===== src/rtl/simd_writeback_unit.sv =====
// Execute-stage writeback: result FIFO plus one output register driving the vector RF write port.
// Optional macro SIMD_WB_BYPASS_EN lets a result skip the empty FIFO straight into the output register.

module simd_wb_lane #(
   parameter int DATA_WIDTH = 32,
   parameter int LANE       = 0
) (
   input  logic                  sel_dot,
   input  logic [DATA_WIDTH-1:0] elem,
   input  logic [DATA_WIDTH-1:0] dot,
   output logic [DATA_WIDTH-1:0] data,
   output logic                  mask
);
   // Dot products carry their scalar in lane 0 only; the other lanes are zeroed and masked off
   assign data = sel_dot ? ((LANE == 0) ? dot : '0) : elem;
   assign mask = (LANE == 0) ? 1'b1 : ~sel_dot;
endmodule

module simd_writeback_unit #(
   parameter int PE_COUNT       = 4,
   parameter int DATA_WIDTH     = 32,
   parameter int REG_ADDR_WIDTH = 4,
   parameter int FIFO_DEPTH     = 2
) (
   input  logic                           clk,
   input  logic                           rstn,
   input  logic                           in_valid,
   output logic                           in_ready,
   input  logic                           in_sel_dot,
   input  logic [REG_ADDR_WIDTH-1:0]      in_dest,
   input  logic [PE_COUNT*DATA_WIDTH-1:0] elem_in,
   input  logic [PE_COUNT*DATA_WIDTH-1:0] dot_in,
   input  logic                           flush,
   output logic                           rf_we,
   input  logic                           rf_ready,
   output logic [REG_ADDR_WIDTH-1:0]      rf_waddr,
   output logic [PE_COUNT*DATA_WIDTH-1:0] rf_wdata,
   output logic [PE_COUNT-1:0]            rf_wmask,
   output logic                           busy,
   output logic [15:0]                    wb_count
);
   localparam int PW = (FIFO_DEPTH > 1) ? $clog2(FIFO_DEPTH) : 1;
   localparam int CW = $clog2(FIFO_DEPTH + 1);

   typedef struct packed {
      logic [REG_ADDR_WIDTH-1:0]      dest;
      logic [PE_COUNT*DATA_WIDTH-1:0] data;
      logic [PE_COUNT-1:0]            mask;
   } entry_t;

   typedef enum logic {IDLE, WRITE} state_t;

   state_t                         state;
   entry_t                         mem [FIFO_DEPTH];
   entry_t                         in_entry;
   logic [PW-1:0]                  wr_ptr, rd_ptr;
   logic [CW-1:0]                  count;
   logic [PE_COUNT*DATA_WIDTH-1:0] fmt_data;
   logic [PE_COUNT-1:0]            fmt_mask;
   logic                           push, pop, fifo_push, bypass, out_free;

   for (genvar i = 0; i < PE_COUNT; i++) begin : g_lane
      simd_wb_lane #(.DATA_WIDTH(DATA_WIDTH), .LANE(i)) u_lane (
         .sel_dot (in_sel_dot),
         .elem    (elem_in[i*DATA_WIDTH +: DATA_WIDTH]),
         .dot     (dot_in[i*DATA_WIDTH +: DATA_WIDTH]),
         .data    (fmt_data[i*DATA_WIDTH +: DATA_WIDTH]),
         .mask    (fmt_mask[i])
      );
   end

   function automatic logic [PW-1:0] ptr_next(input logic [PW-1:0] p);
      return (p == PW'(FIFO_DEPTH - 1)) ? '0 : p + 1'b1;
   endfunction

   assign in_entry  = {in_dest, fmt_data, fmt_mask};
   assign in_ready  = rstn & ~flush & (count < CW'(FIFO_DEPTH));
   assign push      = in_valid & in_ready;
   // Output register can take a new entry when empty or when its write retires this edge
   assign out_free  = (state == IDLE) | rf_ready;
   assign pop       = ~flush & (count != '0) & out_free;
`ifdef SIMD_WB_BYPASS_EN
   assign bypass    = push & (count == '0) & out_free;
`else
   assign bypass    = 1'b0;
`endif
   assign fifo_push = push & ~bypass;
   assign rf_we     = (state == WRITE);
   assign busy      = (count != '0) | rf_we;

   always_ff @(posedge clk) begin
      if (fifo_push) mem[wr_ptr] <= in_entry;
   end

   always_ff @(posedge clk or negedge rstn) begin
      if (!rstn) begin
         wr_ptr <= '0;
         rd_ptr <= '0;
         count  <= '0;
      end else if (flush) begin
         wr_ptr <= '0;
         rd_ptr <= '0;
         count  <= '0;
      end else begin
         if (fifo_push) wr_ptr <= ptr_next(wr_ptr);
         if (pop)       rd_ptr <= ptr_next(rd_ptr);
         if (fifo_push && !pop)      count <= count + 1'b1;
         else if (!fifo_push && pop) count <= count - 1'b1;
      end
   end

   always_ff @(posedge clk or negedge rstn) begin
      if (!rstn) begin
         state    <= IDLE;
         rf_waddr <= '0;
         rf_wdata <= '0;
         rf_wmask <= '0;
         wb_count <= '0;
      end else begin
         if (state == WRITE && rf_ready) wb_count <= wb_count + 16'd1;
         if (pop) begin
            state                          <= WRITE;
            {rf_waddr, rf_wdata, rf_wmask} <= mem[rd_ptr];
         end else if (bypass) begin
            state                          <= WRITE;
            {rf_waddr, rf_wdata, rf_wmask} <= in_entry;
         end else if (out_free) begin
            state <= IDLE;
         end
      end
   end
endmodule

===== config.mk =====
export PLATFORM = sky130hd
export DESIGN_NAME = simd_writeback_unit
export DESIGN_NICKNAME = d
export VERILOG_FILES = /design/src/rtl/simd_writeback_unit.sv
export SDC_FILE = /design/constraint.sdc
export NUM_CORES = 1
export LEC_CHECK = 0
export ABC_AREA = 1
export BUFFER_PORTS_ARGS = -buffer_cell sky130_fd_sc_hd__buf_2
export CORE_UTILIZATION = 40
export DETAILED_ROUTE_END_ITERATION = 7
export SETUP_SLACK_MARGIN = 0.2
export SYNTH_ARGS = -nofsm -noshare
export SYNTH_HDL_FRONTEND = slang
export SYNTH_SLANG_ARGS = --single-unit

===== constraint.sdc =====
create_clock -name clk -period 8.21 [get_ports clk]
set_input_delay 0 -clock clk [delete_from_list [all_inputs] [get_ports clk]]
set_output_delay 0 -clock clk [all_outputs]
set_load 0.05 [all_outputs]

# Word level (Yosys, flattened, before mapping)
# Memory sizes are Yosys's and may differ from the RTL's. A register that Yosys moved wholly into a read port is not among the register bits.
# Cells that the tools add are included.
# W data, S select, Z words.
totals:
  mem_bits_ro: 0
  input_bits: 266
  memories: 1
  wordCells: 51
  regBits: 25
  out_inout_bits: 155
  ramBits: 270
  latchBits: 0
op_classes:
  n_eq_ne: 0
  n_shift: 0
  n_reduce_logical: 11
  add_sub_neg: 5
  n_bitwise: 10
  n_lt_le_gt_ge: 1
  n_mul: 0
  div_mod_pow: 0
  muxes: 17
mem_list:
  columns: ["name", "words", "word_bits", "rd", "rd_clocked_by_memory_dff", "wr", "line", "source"]
  rows:
  - ["mem", 2, 135, 1, 1, 1, "54", "entry_t mem [FIFO_DEPTH];"]
op_table:
  columns: ["op", "count"]
  rows:
  - ["$mux W32", 4]
  - ["$add A16 B1 Y16 const B", 1]
  - ["$mux W1", 10]
  - ["$reduce_bool A2 Y1", 4]
  - ["$mux W2", 3]
  - ["$and A1 B1 Y1", 5]
  - ["$logic_and A1 B1 Y1", 3]
  - ["$logic_not A1 Y1", 3]
  - ["$not A1 Y1", 3]
  - ["$reduce_bool A3 Y1", 1]
  - ["$add A1 B1 Y1 const B", 2]
  - ["$add A2 B1 Y2 const B", 1]
  - ["$lt A2 B2 Y1 const B", 1]
  - ["$or A1 B1 Y1", 2]
  - ["$sub A2 B1 Y2 const B", 1]

# Depth between registers and ports, before layout
logic_depth:
  ltp_word: 9
  mapped_depth: 9
  mapped_depth_nobuf: 9

# By module
# Synthesis repeated with hierarchy kept, for this count alone.
hier_totals:
  cells_unflattened: 1457
  hier_area_um2: 17636.9
modules_own_cells:
  columns: ["module", "cells_each", "n_inst", "area_each_um2"]
  rows:
  - ["simd_writeback_unit", 1144, 1, 16251.8]
  - ["simd_wb_lane at g_lane[1].u_lane ...", 69, 3, 294.0]
  - ["simd_wb_lane at g_lane[0].u_lane", 106, 1, 503.0]

# Worst setup path after synthesis
# No wires, ideal clock.
synth_timing:
  kind: "reg2reg"
  start: "register count[1]"
  end: "memory mem[1][100] in the netlist's numbering, enable pin"
  arrival_time_ns: 6.189
  setup_time_ns: 0.629
  stages_incl_launch_ff: 4
  required_ns: 7.581
  period_less_slack_ns: 6.818
  path_slack_ns: 1.392
  path_cell_list: "dfrtp_1 > inv_2 > nand4_1 > nor2_1"
synth_via:
  elab_chain_len: 5
synth_rtl:
  columns: ["element", "line", "source"]
  rows:
  - ["from (decl)", "57", "logic [CW-1:0] count;"]
  - ["from (signal assigned)", "107", "if (fifo_push && !pop) count <= count + 1'b1;"]
  - ["from (signal assigned)", "108", "else if (!fifo_push && pop) count <= count - 1'b1;"]
  - ["$lt A2 B2 Y1", "77", "assign in_ready = rstn & ~flush & (count < CW'(FIFO_DEPTH));"]
  - ["$and A1 B1 Y1", "77", null]
  - ["$and A1 B1 Y1", "78", "assign push = in_valid & in_ready;"]
  - ["$mux W1", "92", "if (fifo_push) mem[wr_ptr] <= in_entry;"]
  - ["$mux W1 (not written as such)", "92", null]
  - ["to (decl)", "54", null]
# No other way between the ends.

# Worst setup path after layout
layout_timing:
  start: "register count[1]"
  end: "register count[0]"
layout_via:
  elab_chain_len: 7
layout_rtl:
  columns: ["element"]
  rows:
  - ["parallel branches: the longest is 7 deep, another holds $lt A2 B2 Y1"]
# Several ways; the timed one is not identified.
# A chain may end at the register's enable or synchronous reset.

==> impl_metrics.toml <==
[cells_and_area]
fin_util_pct = 53.09
drive_above_1_share_pct = 26.59
final_common_cell = "nor2_1"
area_growth_pct = 31.20
design_area_sq_um = 22220
final_nets = 2183
final_cell_mix = "nor2_1 (377), buf_2 (322), nand2_1 (272)"
nFillCells = 3577

[worst_setup_path]
startpoint = "count[1]$_DFFE_PN0P_"
reg2regPathDepth = 10
r2r_slack_ns = 4.62
path_class = "reg2reg"
crit_path_start_kind = "flip-flop"
r2r-end = "count[0]$_DFFE_PN0P_"
arrival_ns = 4.07
slowest_stage = "nand3_4"
cp-endpoint = "count[0]$_DFFE_PN0P_"
worstPathMaxFanout = 130
cp-end-kind = "flip-flop"
critPathRequiredTime_ns = 8.69
worstPathCellList = "inv_2, nand2_1, nand3_4, buf_12, nand2_1, a21oi_1, dlygate4sd3_1, nand2_1, nand2_1, dlygate4sd3_1"
worstReg2RegStart = "count[1]$_DFFE_PN0P_"
worst_path_largest_cell_delay_ns = 0.62
cp_common_cell = "nand2_1"

[synthesis]
synth_edf_count = 266
ys_seq_area_share_pct = 70.07
synthArstFlopShare_pct = 36.82
syn_nets = 1705
yosys-top-cells-area = "edfxtp_1 (47%), dfrtp_1 (23%), nor2_1 (8.4%)"
synth_area_sq_um = 16940
synth_top_flop_cell = "edfxtp_1"
synth_top_area_share_pct = 47.16
ys_seq_elements = 421
yosysTopAreaCell = "edfxtp_1"
syn_area_per_cell_sq_um = 11.78
synth.distinct_cells = 28
yosysWarnings = 0
synthCells = 1438

[clock_network]
cts_max_level = 2
clkTransAtPathRegs_ns = 0.06
cts.root.buffer_cell = "clkbuf_16"
cts_tree = "built"
cts_inserted_buffers = 46
cts.sinks = 421
cts_setup_buffers = 0
clockBufferDepth = 3
clk_latency_ns = 0.55

[placed_design]
place_ws_ns = 5.382
place_area_sq_um = 18940
port_buffers = 324
gp_congestion = 0.7896
dp_hpwl_mm = 22.45

[power]
switching_share_pct = 40.13
p_int_mw = 4.616
pwr-share-clk_pct = 26.9
vdd_ir_drop_max_mv = 0.2236
p_leak_nw = 10.01
powerDensity_nw_per_um2 = 347.0
p_comb_share_pct = 36.0
p_sw_mw = 3.094
power_frac_seq_pct = 37.1

[timing]
clock.fmax_ghz = 0.2789
fin_skew_ns = 0.01505
finalHoldViolations = 0
worst_pin_slew_ns = 1.203
fin_ws_ns = 4.624
max-slew-margin-rel_pct = 19.73
rsz0062_at_grt = "no"
finalCritPeriodShare_pct = 43.68
setup_violations = 0
fin_setup_tns_ns = 0
period_minus_slack_ns = 3.586
drv_slew = 0

[grt]
overflow = 0
grt_pass1_wl_mm = 63.89
antenna_found_initial = 1
grt_start_max_net_pins = 131
grt_usage_pct = 18.70
grt_pass1_vias = 11990

[route]
postRouteAntennaNets = 0
vias = 11830
drt-pass1-iter-count = 5
routed_wl_mm = 39.79
drc = 0
avgViaCountPerCell = 4.745
drt_iter0_drc = 630
wl_per_cell_um = 15.97

[die]
core_sq_um = 41850
start_util_pct = 40.47
dieArea_sq_um = 43170
ios = 421
die_h_um = 207.8
die_w_um = 207.8
num_rows = 75

[hold_path]
min_path_type = "in2async"

[run_status]
status = "finished, final reports clean"

[run]
max_cap_violations = 0
## worst min path at each step
stage	startpoint	endpoint	slack (ns)	cells after the start
floorplan	rstn	count[0]$_DFFE_PN0P_	-0.30	0
global placement	rstn	rf_wdata[37]$_DFFE_PN0P_	-0.06	1
detailed placement	rstn	rf_wdata[37]$_DFFE_PN0P_	-0.06	1
CTS	rstn	rf_wdata[53]$_DFFE_PN0P_	0.003	3
global route	rstn	rf_wdata[41]$_DFFE_PN0P_	0.02	3
finish	rstn	rf_wdata[35]$_DFFE_PN0P_	0.02	3
## Yosys cell counts (5+ instances only)
cell	instances
buf_2	32
buf_4	5
buf_6	11
clkbuf_1	28
dfrtp_1	155
edfxtp_1	266
inv_1	114
nand2_1	272
nand3_1	9
nor2_1	379
o31ai_1	36
o31ai_2	97
xnor2_1	5
xor2_1	6
## power by group through the flow
stage / logic [mW] / clock network, mW / registers, mW
CTS: 2.81 / 2.13 / 2.86
global placement: 2.70 / 0 / 2.89
global route: 2.96 / 2.22 / 2.91
finish: 2.78 / 2.08 / 2.86
detailed placement: 2.73 / 0 / 2.90
floorplan: 0.989 / 0 / 3.98
## registers in the layout (all words and copies together) (netlist names)
signal / cells
mem: 266
count: 2
wr_ptr: 1
rf_wmask: 2
rf_waddr: 4
rd_ptr: 1
rf_we: 1
rf_wdata: 128
wb_count: 16
## metrics by stage
stage / hold slack, ns / std cells / total power [mW]
6_report: 0.01965 / 2492 / 7.710
5_1_grt: 0.02044 / 2492 / 8.083
4_1_cts: 0.003253 / 2491 / 7.805
3_5_place_dp: -0.05970 / 2236 / 5.629
3_3_place_gp: -0.06247 / 2236 / 5.583
2_1_floorplan: -0.2956 / 1438 / 4.972
## logic make-up (layout without fill, tap and decap cells)
kind of cell / Yosys count / count (layout) / share of synthesized area, %
AO/OA/AOI/OAI: 137 / 137 / 8.880
XOR/XNOR: 11 / 11 / 0.5688
adder cells (fa/ha/maj): 1 / 1 / 0.07387
buffers and inverters: 195 / 709 / 5.164
flip-flops: 421 / 421 / 70.07
other: 0 / 1 / 0
AND/OR/NAND/NOR: 673 / 673 / 15.25
## critical path, delay by kind of cell, from the launching register on
| kind | cells | cell delay, ns |
|---|---|---|
| compound gates | 1 | 0.20 |
| buf+inv | 4 | 1.81 |
| flops | 1 | 0.39 |
| simple gates | 5 | 1.09 |
## layer usage
layer  wire length (um)  share of wire [%]  vias up  global-route usage (%)
li1                   -                  -     5719                       -
met1              16790                 42     5780                   23.09
met2              20030                 50      261                   32.33
met3               1895                4.8       65                   3.691
met4               1070                2.7        0                   7.152
met5                  0                  0        -                       0
## cell type report
cell class / instances / area [sq um] / area share, %
Multi-Input combinational cell: 822 / 4218 / 18.98
Tap cell: 539 / 674.4 / 3.035
Timing Repair Buffer: 507 / 3455 / 15.55
Clock buffer: 68 / 1398 / 6.290
Inverter: 118 / 445.4 / 2.005
Sequential cell: 421 / 11870 / 53.42
Antenna cell: 1 / 2.502 / 0.01126
Clock inverter: 16 / 157.7 / 0.7095
## timing repair
item / in CTS / in global routing
endpoints found under the hold margin: 312 / 0
resized for setup: 0 / 0
hold buffers: 171 / 0
(Power assumes the default switching activity.)
